`config.mk`:
```
export PLATFORM = sky130hd
export DESIGN_NAME = hsv_core_issue_dispatch
export DESIGN_NICKNAME = d
export VERILOG_FILES = /design/src/rtl/hsv_core_issue_dispatch.sv
export SDC_FILE = /design/constraint.sdc
export NUM_CORES = 1
export LEC_CHECK = 0
export BUFFER_PORTS_ARGS = -buffer_cell sky130_fd_sc_hd__buf_2
export CAP_MARGIN = 10
export CORE_MARGIN = 8
export CORE_UTILIZATION = 61
export DETAILED_ROUTE_END_ITERATION = 8
export HOLD_SLACK_MARGIN = 0.05
export PLACE_DENSITY_LB_ADDON = 0.15
export SYNTH_ARGS = -nofsm -noshare
export SYNTH_HDL_FRONTEND = slang
export SYNTH_SLANG_ARGS = --single-unit
```
`constraint.sdc`:
```
create_clock -name clk_core -period 5.1 [get_ports clk_core]
set_input_delay 0.255 -clock clk_core [delete_from_list [all_inputs] [get_ports clk_core]]
set_output_delay 0.255 -clock clk_core [all_outputs]
set_load 0.02 [all_outputs]
```
`src/rtl/hsv_core_issue_dispatch.sv`:
```
// rtl/hsv_core_issue_dispatch.sv - issue dispatcher with per-port FIFOs and register scoreboard
module hsv_core_issue_dispatch #(
    parameter int NUM_PORTS = 4,
    parameter int DATA_W    = 64,
    parameter int DEPTH     = 2,
    parameter int REG_W     = 5
) (
    input  logic                          clk_core,
    input  logic                          rst_core_n,
    input  logic                          flush_req,
    output logic                          flush_ack,
    input  logic                          valid_i,
    output logic                          ready_o,
    input  logic [DATA_W-1:0]             in_data,
    input  logic [NUM_PORTS-1:0]          in_port_sel,
    input  logic [REG_W-1:0]              in_rs1,
    input  logic [REG_W-1:0]              in_rs2,
    input  logic [REG_W-1:0]              in_rd,
    input  logic                          in_use_rs1,
    input  logic                          in_use_rs2,
    input  logic                          in_wr_rd,
    output logic [NUM_PORTS*DATA_W-1:0]   out_data,
    output logic [NUM_PORTS-1:0]          out_valid_o,
    input  logic [NUM_PORTS-1:0]          out_ready_i,
    input  logic [(2**REG_W)-1:0]         commit_mask,
    output logic [(2**REG_W)-1:0]         pending_mask
);

    localparam int NREG  = 2**REG_W;
    localparam int PTR_W = $clog2(DEPTH);
    localparam int CNT_W = PTR_W + 1;

    logic [NREG-1:0]      eff;
    logic [NREG-1:0]      set_vec;
    logic                 hazard;
    logic [NUM_PORTS-1:0] sel_oh;
    logic                 sel_valid;
    logic                 sel_full;
    logic                 accept;
    logic [NUM_PORTS-1:0] full;
    logic [NUM_PORTS-1:0] push;
    logic [NUM_PORTS-1:0] pop;

    // A commit landing this cycle already frees its register for the hazard check.
    assign eff = pending_mask & ~commit_mask;

    always_comb begin
        hazard = 1'b0;
        if (in_use_rs1 && eff[in_rs1] && (in_rs1 != '0)) hazard = 1'b1;
        if (in_use_rs2 && eff[in_rs2] && (in_rs2 != '0)) hazard = 1'b1;
        if (in_wr_rd   && eff[in_rd]  && (in_rd  != '0)) hazard = 1'b1;
    end

    // Isolate the lowest set bit so a multi-hot select targets the lowest port.
    assign sel_oh    = in_port_sel & (~in_port_sel + 1'b1);
    assign sel_valid = |in_port_sel;
    assign sel_full  = |(sel_oh & full);

    assign ready_o = ~flush_req & ~hazard & ~sel_full;
    assign accept  = valid_i & ready_o;
    assign push    = accept ? sel_oh : '0;
    assign pop     = flush_req ? '0 : (out_valid_o & out_ready_i);

    for (genvar p = 0; p < NUM_PORTS; p++) begin : g_port
        logic [DATA_W-1:0] mem [DEPTH];
        logic [PTR_W-1:0]  wr_ptr;
        logic [PTR_W-1:0]  rd_ptr;
        logic [CNT_W-1:0]  cnt;

        always_ff @(posedge clk_core or negedge rst_core_n) begin
            if (!rst_core_n) begin
                for (int i = 0; i < DEPTH; i++) mem[i] <= '0;
                wr_ptr <= '0;
                rd_ptr <= '0;
                cnt    <= '0;
            end else if (flush_req) begin
                wr_ptr <= '0;
                rd_ptr <= '0;
                cnt    <= '0;
            end else begin
                if (push[p]) begin
                    mem[wr_ptr] <= in_data;
                    wr_ptr      <= wr_ptr + 1'b1;
                end
                if (pop[p]) rd_ptr <= rd_ptr + 1'b1;
                case ({push[p], pop[p]})
                    2'b10:   cnt <= cnt + 1'b1;
                    2'b01:   cnt <= cnt - 1'b1;
                    default: cnt <= cnt;
                endcase
            end
        end

        assign full[p]                        = (cnt == CNT_W'(DEPTH));
        assign out_valid_o[p]                 = (cnt != '0);
        assign out_data[p*DATA_W +: DATA_W]   = mem[rd_ptr];
    end

    // x0 and discarded (zero-hot) instructions never mark a pending write.
    assign set_vec = (accept && in_wr_rd && (in_rd != '0) && sel_valid)
                   ? ({{(NREG-1){1'b0}}, 1'b1} << in_rd) : '0;

    always_ff @(posedge clk_core or negedge rst_core_n) begin
        if (!rst_core_n) begin
            pending_mask <= '0;
            flush_ack    <= 1'b0;
        end else begin
            flush_ack    <= flush_req;
            pending_mask <= flush_req ? '0 : (eff | set_vec);
        end
    end

endmodule

```
Word-level counts from Yosys, hierarchy flattened:

Index checks and enable logic that the tools add are counted.

* equal/unequal tests: 12
* reductions and logical operators: 38
* muxes and demuxes: 61
* shift-type cells: 1
* $add $sub $neg: 17
* magnitude comparators: 15
* bitwise operators: 21

Operator list (number)
* 64-bit 2-to-1 mux: 16
* 128-bit bitwise mux: 4
* 64-bit demux with 1-bit select: 4
* 32-bit 2-to-1 mux: 2
* 32-bit bitwise AND: 1
* 32-bit inverter: 1
* 32-bit bitwise OR: 1
* 1-bit by 5-bit << shifter with 32-bit output (first input constant): 1
* 2-bit nonzero test: 12
* 1-bit 2-to-1 mux: 22
* 5-bit by 6-bit less-than comparator with 1-bit output (second input constant): 3
* 2-bit equality test (second input constant): 8
* 2-bit greater-or-equal comparator (second input constant): 8
* 1-bit inverter with 2-bit output: 8
* 2-bit case mux with 2 select lines: 4
* 1-bit binary-select mux with 5-bit select: 3
* 5-bit nonzero test: 3
* 1-bit logical AND: 13
* 4-bit bitwise AND: 3
* 3-bit nonzero test: 4
* 1-bit adder (second input constant): 8
* 2-bit by 1-bit adder with 2-bit output (second input constant): 4
* 2-bit by 1-bit equality test with 1-bit output (second input constant): 4
* 2-bit by 1-bit less-than comparator with 1-bit output (second input constant): 4
* other kinds (9): 24

* input port bits: 126
* logic and storage cells: 187
* output and inout port bits: 294
* bits in registers: 561

Longest topological paths before layout:

* word-level depth: 19
* depth in mapped cells: 13

Worst setup path after synthesis:

OpenSTA, ideal clock, no wires.

* path kind: register to register
* start: register pending_mask[13]
* end: register g_port[1].mem[10] in the netlist's numbering
* clock period less this slack: 3.122 ns
* setup time: 0.125 ns
* slack: 1.978 ns
* arrival: 2.997 ns
* required time: 4.975 ns
* cell stages (with the launch flop): 12
* path through: dfrtp_1 > nand2b_1 > mux4_2 > mux4_2 > or4b_1 > nand4_1 > nor3_2 > buf_6 > and3_1 > buf_6 > buf_6 > mux2_4

* cells in the longest elaborated chain, start to end: 14
* elaborated cells on any way between the ends: 22
* those cells by class: 10 x mux; 5 x bitwise; 7 x reduce/logical

RTL lines
* start: declaration: line 26 `output logic [(2**REG_W)-1:0] pending_mask`
* start signal: assignment: line 109 `pending_mask <= flush_req ? '0 : (eff | set_vec);`
* 32-bit bitwise AND *: line 45 `assign eff = pending_mask & ~commit_mask;`
* 1-bit binary-select mux with 5-bit select: line 49 `if (in_use_rs1 && eff[in_rs1] && (in_rs1 != '0)) hazard = 1'b1;`
* 1-bit 2-to-1 mux (not written as such): line 49
* 1-bit logical AND (2 in series): line 49
* 1-bit 2-to-1 mux: line 49
* 1-bit 2-to-1 mux: line 50 `if (in_use_rs2 && eff[in_rs2] && (in_rs2 != '0)) hazard = 1'b1;`
* 1-bit 2-to-1 mux *: line 51 `if (in_wr_rd && eff[in_rd] && (in_rd != '0)) hazard = 1'b1;`
* 1-bit inverter *: line 59 `assign ready_o = ~flush_req & ~hazard & ~sel_full;`
* 1-bit bitwise AND * (2 in series): line 59
* 1-bit bitwise AND *: line 60 `assign accept = valid_i & ready_o;`
* 4-bit 2-to-1 mux *: line 61 `assign push = accept ? sel_oh : '0;`
* 2-bit AND reduction (no line) *
* end signal: indexed assignment: line 82 `mem[wr_ptr] <= in_data;`
* end: declaration: line 65 `logic [DATA_W-1:0] mem [DEPTH];`

Every way passes the cells marked *; elsewhere a longest branch is shown, timed or not. The select of a mux whose other input is x is not followed.
A chain may end at the register's enable or synchronous reset.

Worst setup path after layout:

* start: register pending_mask[23]
* end: register g_port[0].mem[84] in the netlist's numbering

* cells in the longest elaborated chain, start to end: 14
* elaborated cells on any way between the ends: 22
* those cells by class: 10 x mux; 5 x bitwise; 7 x reduce/logical

RTL lines (line)
* 32-bit bitwise AND *: 45
* 1-bit binary-select mux with 5-bit select: 49
* 1-bit 2-to-1 mux (not written as such): 49
* 1-bit logical AND (2 in series): 49
* 1-bit 2-to-1 mux: 49
* 1-bit 2-to-1 mux: 50
* 1-bit 2-to-1 mux *: 51
* 1-bit inverter *: 59
* 1-bit bitwise AND * (2 in series): 59
* 1-bit bitwise AND *: 60
* 4-bit 2-to-1 mux *: 61
* 2-bit AND reduction (no line) *
* end signal: indexed assignment: 82
* end: declaration: 65

Marked as above.

==> impl_metrics.py <==
metrics = {
    "clock_network": {
        "clk_latency_ps": 610,
        "cts_made_buffers": 55,
        "clock_sinks": 561,
        "clockBufferDepth": 3,
        "postCtsSetupBuffers": 0,
        "post_cts_resized": 0,
        "cts_tree": "done",
        "cts_max_level": 2,
        "root_buffer": "clkbuf_16",
        "clkTransAtPathRegs_ps": 60,
    },
    "grt": {
        "grtUsageMet1_pct": 37.8,
        "grt_max_degree": 143,
        "grt_pass1_vias": 17906,
        "met2_usage_pct": 47.5,
        "grt_overflow_total": 0,
        "antenna_found_initial": 3,
        "grtUsageMet3_pct": 6.97,
        "grt_pass1_wl_mm": 108,
        "groute.usage.overall_pct": 28.9,
        "grt-busiest-layer": "met2",
    },
    "drt": {
        "dr.pass1.iters": 5,
        "ant_nets": 0,
        "vias": 16495,
        "wl_per_cell_um": 25.3,
        "drt_iter0_markers": 1146,
        "drc": 0,
        "wl_mm": 70.1,
        "viasPerCell": 5.95,
    },
    "critical_path": {
        "cp_max_fo": 32,
        "slowest_delay_ps": 710,
        "critPathKind": "flop to flop",
        "arrival_ps": 4150,
        "cp_slowest_cell": "and3b_4",
        "critPathLaunchType": "flop",
        "worstSetupEndpointType": "flop",
        "path_cells": "nand2b_1, mux4_2, o32ai_1, a211oi_1, nand3_1, nor3_2, and3b_4, buf_4, mux2_2",
        "path_buf_inv": 1,
        "required_ps": 5570,
        "path_delay_family": "simple AND/OR/NAND/NOR gates",
    },
    "timing": {
        "finalMaxSlewViolations": 0,
        "period_needed_ps": 3670,
        "fin_worst_skew_ps": 24.2,
        "whs_ps": 80.3,
        "fmax_mhz": 272,
        "rsz0062_at_grt": "no",
        "tns_ps": 0,
        "fin_crit_sh_pct": 72.0,
        "hold_viol": 0,
        "worstMarginPinSlew_ps": 1130,
        "max_slew_margin_pct": 24.5,
        "setup_viol": 0,
    },
    "yosys": {
        "syn_inst": 1707,
        "synth.avg_cell_area_um2": 14.9,
        "syn_area_um2": 25500,
        "yosysWarnings": 0,
        "synth_seq_cells": 561,
        "yosysTopAreaCell": "dfrtp_1",
        "synth-edff-count": 0,
        "yosysTopAreaCellShare_pct": 55.1,
        "syn_nets": 1833,
        "synth_area_leaders": "dfrtp_1 (55%), mux2_2 (32%), mux2_4 (3.5%)",
        "synth-main-ff-cell": "dfrtp_1",
        "ys_seq_area_share_pct": 55.1,
        "ys_types": 49,
        "async_reset_ff_share_pct": 100,
    },
    "final_layout": {
        "final_cell_mix": "mux2_2 (722), dfrtp_1 (557), buf_2 (418)",
        "final-seq-area_um2": 14100,
        "design_area_um2": 30800,
        "nNetsFinal": 2315,
        "multi_input_area_um2": 10900,
        "finish.utilization_pct": 74.1,
        "drive_gt1_share_pct": 60.5,
        "final_common_cell": "mux2_2",
        "fillers": 2687,
        "area_growth_syn_to_layout_pct": 21.0,
    },
    "floorplanning": {
        "initial_core_util_pct": 61.3,
        "coreArea_um2": 41600,
        "rows": 75,
        "die_area_um2": 48600,
        "chipHeight_um": 220,
        "die_w_um": 220,
        "ios": 420,
    },
    "placed_design": {
        "placedInstanceArea_um2": 28000,
        "port_buffers": 419,
        "gp_congestion": 0.981,
        "place_hpwl_mm": 46.7,
    },
    "power_and_ir_drop": {
        "fin_total_pwr_mw": 13.0,
        "leakagePower_nw": 14.6,
        "p_per_area_nw_per_um2": 422,
        "ir_worst_vdd_mv": 0.325,
    },
    "flow_run": {
        "drv_cap": 0,
    },
    "outcome": {
        "status": "completed",
    },
    "min_path": {
        "holdCritPathClass": "primary input to flop",
    },
}
## cell usage after synthesis, types with 6 or more instances
cell type	n
nand2b_1	35
nor3_1	6
clkbuf_1	45
nor2b_1	17
mux2i_1	7
nor3b_1	7
a21oi_1	16
inv_1	10
o21ai_0	6
buf_6	9
o32ai_1	6
nor2_1	14
nand2_1	18
buf_2	50
mux2_4	60
or2_2	6
mux2_2	722
dfrtp_1	561
o22ai_1	23
nand4_1	13
mux4_2	18
nand3_1	11
## sequential cells by signal (all words and copies together) (netlist names)
register	cells
pending_mask	32
g_port.rd_ptr	4
g_port.cnt	8
g_port.wr_ptr	4
flush_ack	1
g_port.mem	512
## where the power goes
group	internal (mW)	leakage [nW]	switching (mW)
Combinational	1.46	6.37	1.72
Sequential	5.20	7.30	0.404
Clock	2.49	0.920	1.72
Total	9.16	14.6	3.85
## per-stage QoR
| step | setup WS, ps | instances |
|---|---|---|
| floorplan | 1980 | 1707 |
| global placement | 1370 | 2582 |
| detailed placement | 1280 | 2582 |
| CTS | 1450 | 2769 |
| global route | 1240 | 2771 |
| finish | 1430 | 2772 |
## worst paths after layout
kind,startpoint,to,slack [ps],depth (start not counted)
max in group asynchronous,rst_core_n,g_port[1].mem[17],3460,3
min in group asynchronous,rst_core_n,flush_ack,370,2
setup reg to reg,pending_mask[23],g_port[0].mem[84],1430,9
setup / recovery,pending_mask[23],g_port[0].mem[84],1430,9
hold / removal,in_data[55],g_port[2].mem[119],80,2
hold reg to reg,g_port[1].mem[109],g_port[1].mem[109],500,1
## area by class of cell
type                       instances  area share, %
clock buffer                      81           5.24
antenna                            3         0.0244
multi-input combinational       1030           35.4
tap                              539           2.19
timing repair buffer             531           10.6
inverter                          10          0.122
clock inverter                    17          0.873
sequential                       561           45.6
## repair_timing
action,CTS,global route
setup endpoints to repair,0,0
hold buffers,89,0
endpoints found under the hold margin,615,0
## metal layers
| metal | up-vias | wire (um) |
|---|---|---|
| met5 | - | 0 |
| met4 | 0 | 1940 |
| met3 | 121 | 4760 |
| met2 | 512 | 34000 |
| met1 | 8718 | 29400 |
| li1 | 7144 | - |
## worst register-to-register path: cells and delay by family, from the launching register on
kind / cells / cell delay (ps)
flops: 1 / 380
simple gates: 4 / 1690
buf+inv: 1 / 440
mux: 2 / 670
compound gates: 2 / 380
## logic make-up (layout without fill, tap and decap cells)
kind of cell           Yosys count  count (layout)  synth area share (%)
AO/OA/AOI/OAI                   66              66                  1.68
XOR/XNOR                         4               4                 0.138
buffers and inverters          116             639                  2.22
flip-flops                     561             561                  55.1
multiplexers                   807             807                  37.3
other                            0               3                     0
AND/OR/NAND/NOR                153             153                  3.53
Power figures use the tool's default switching activity.
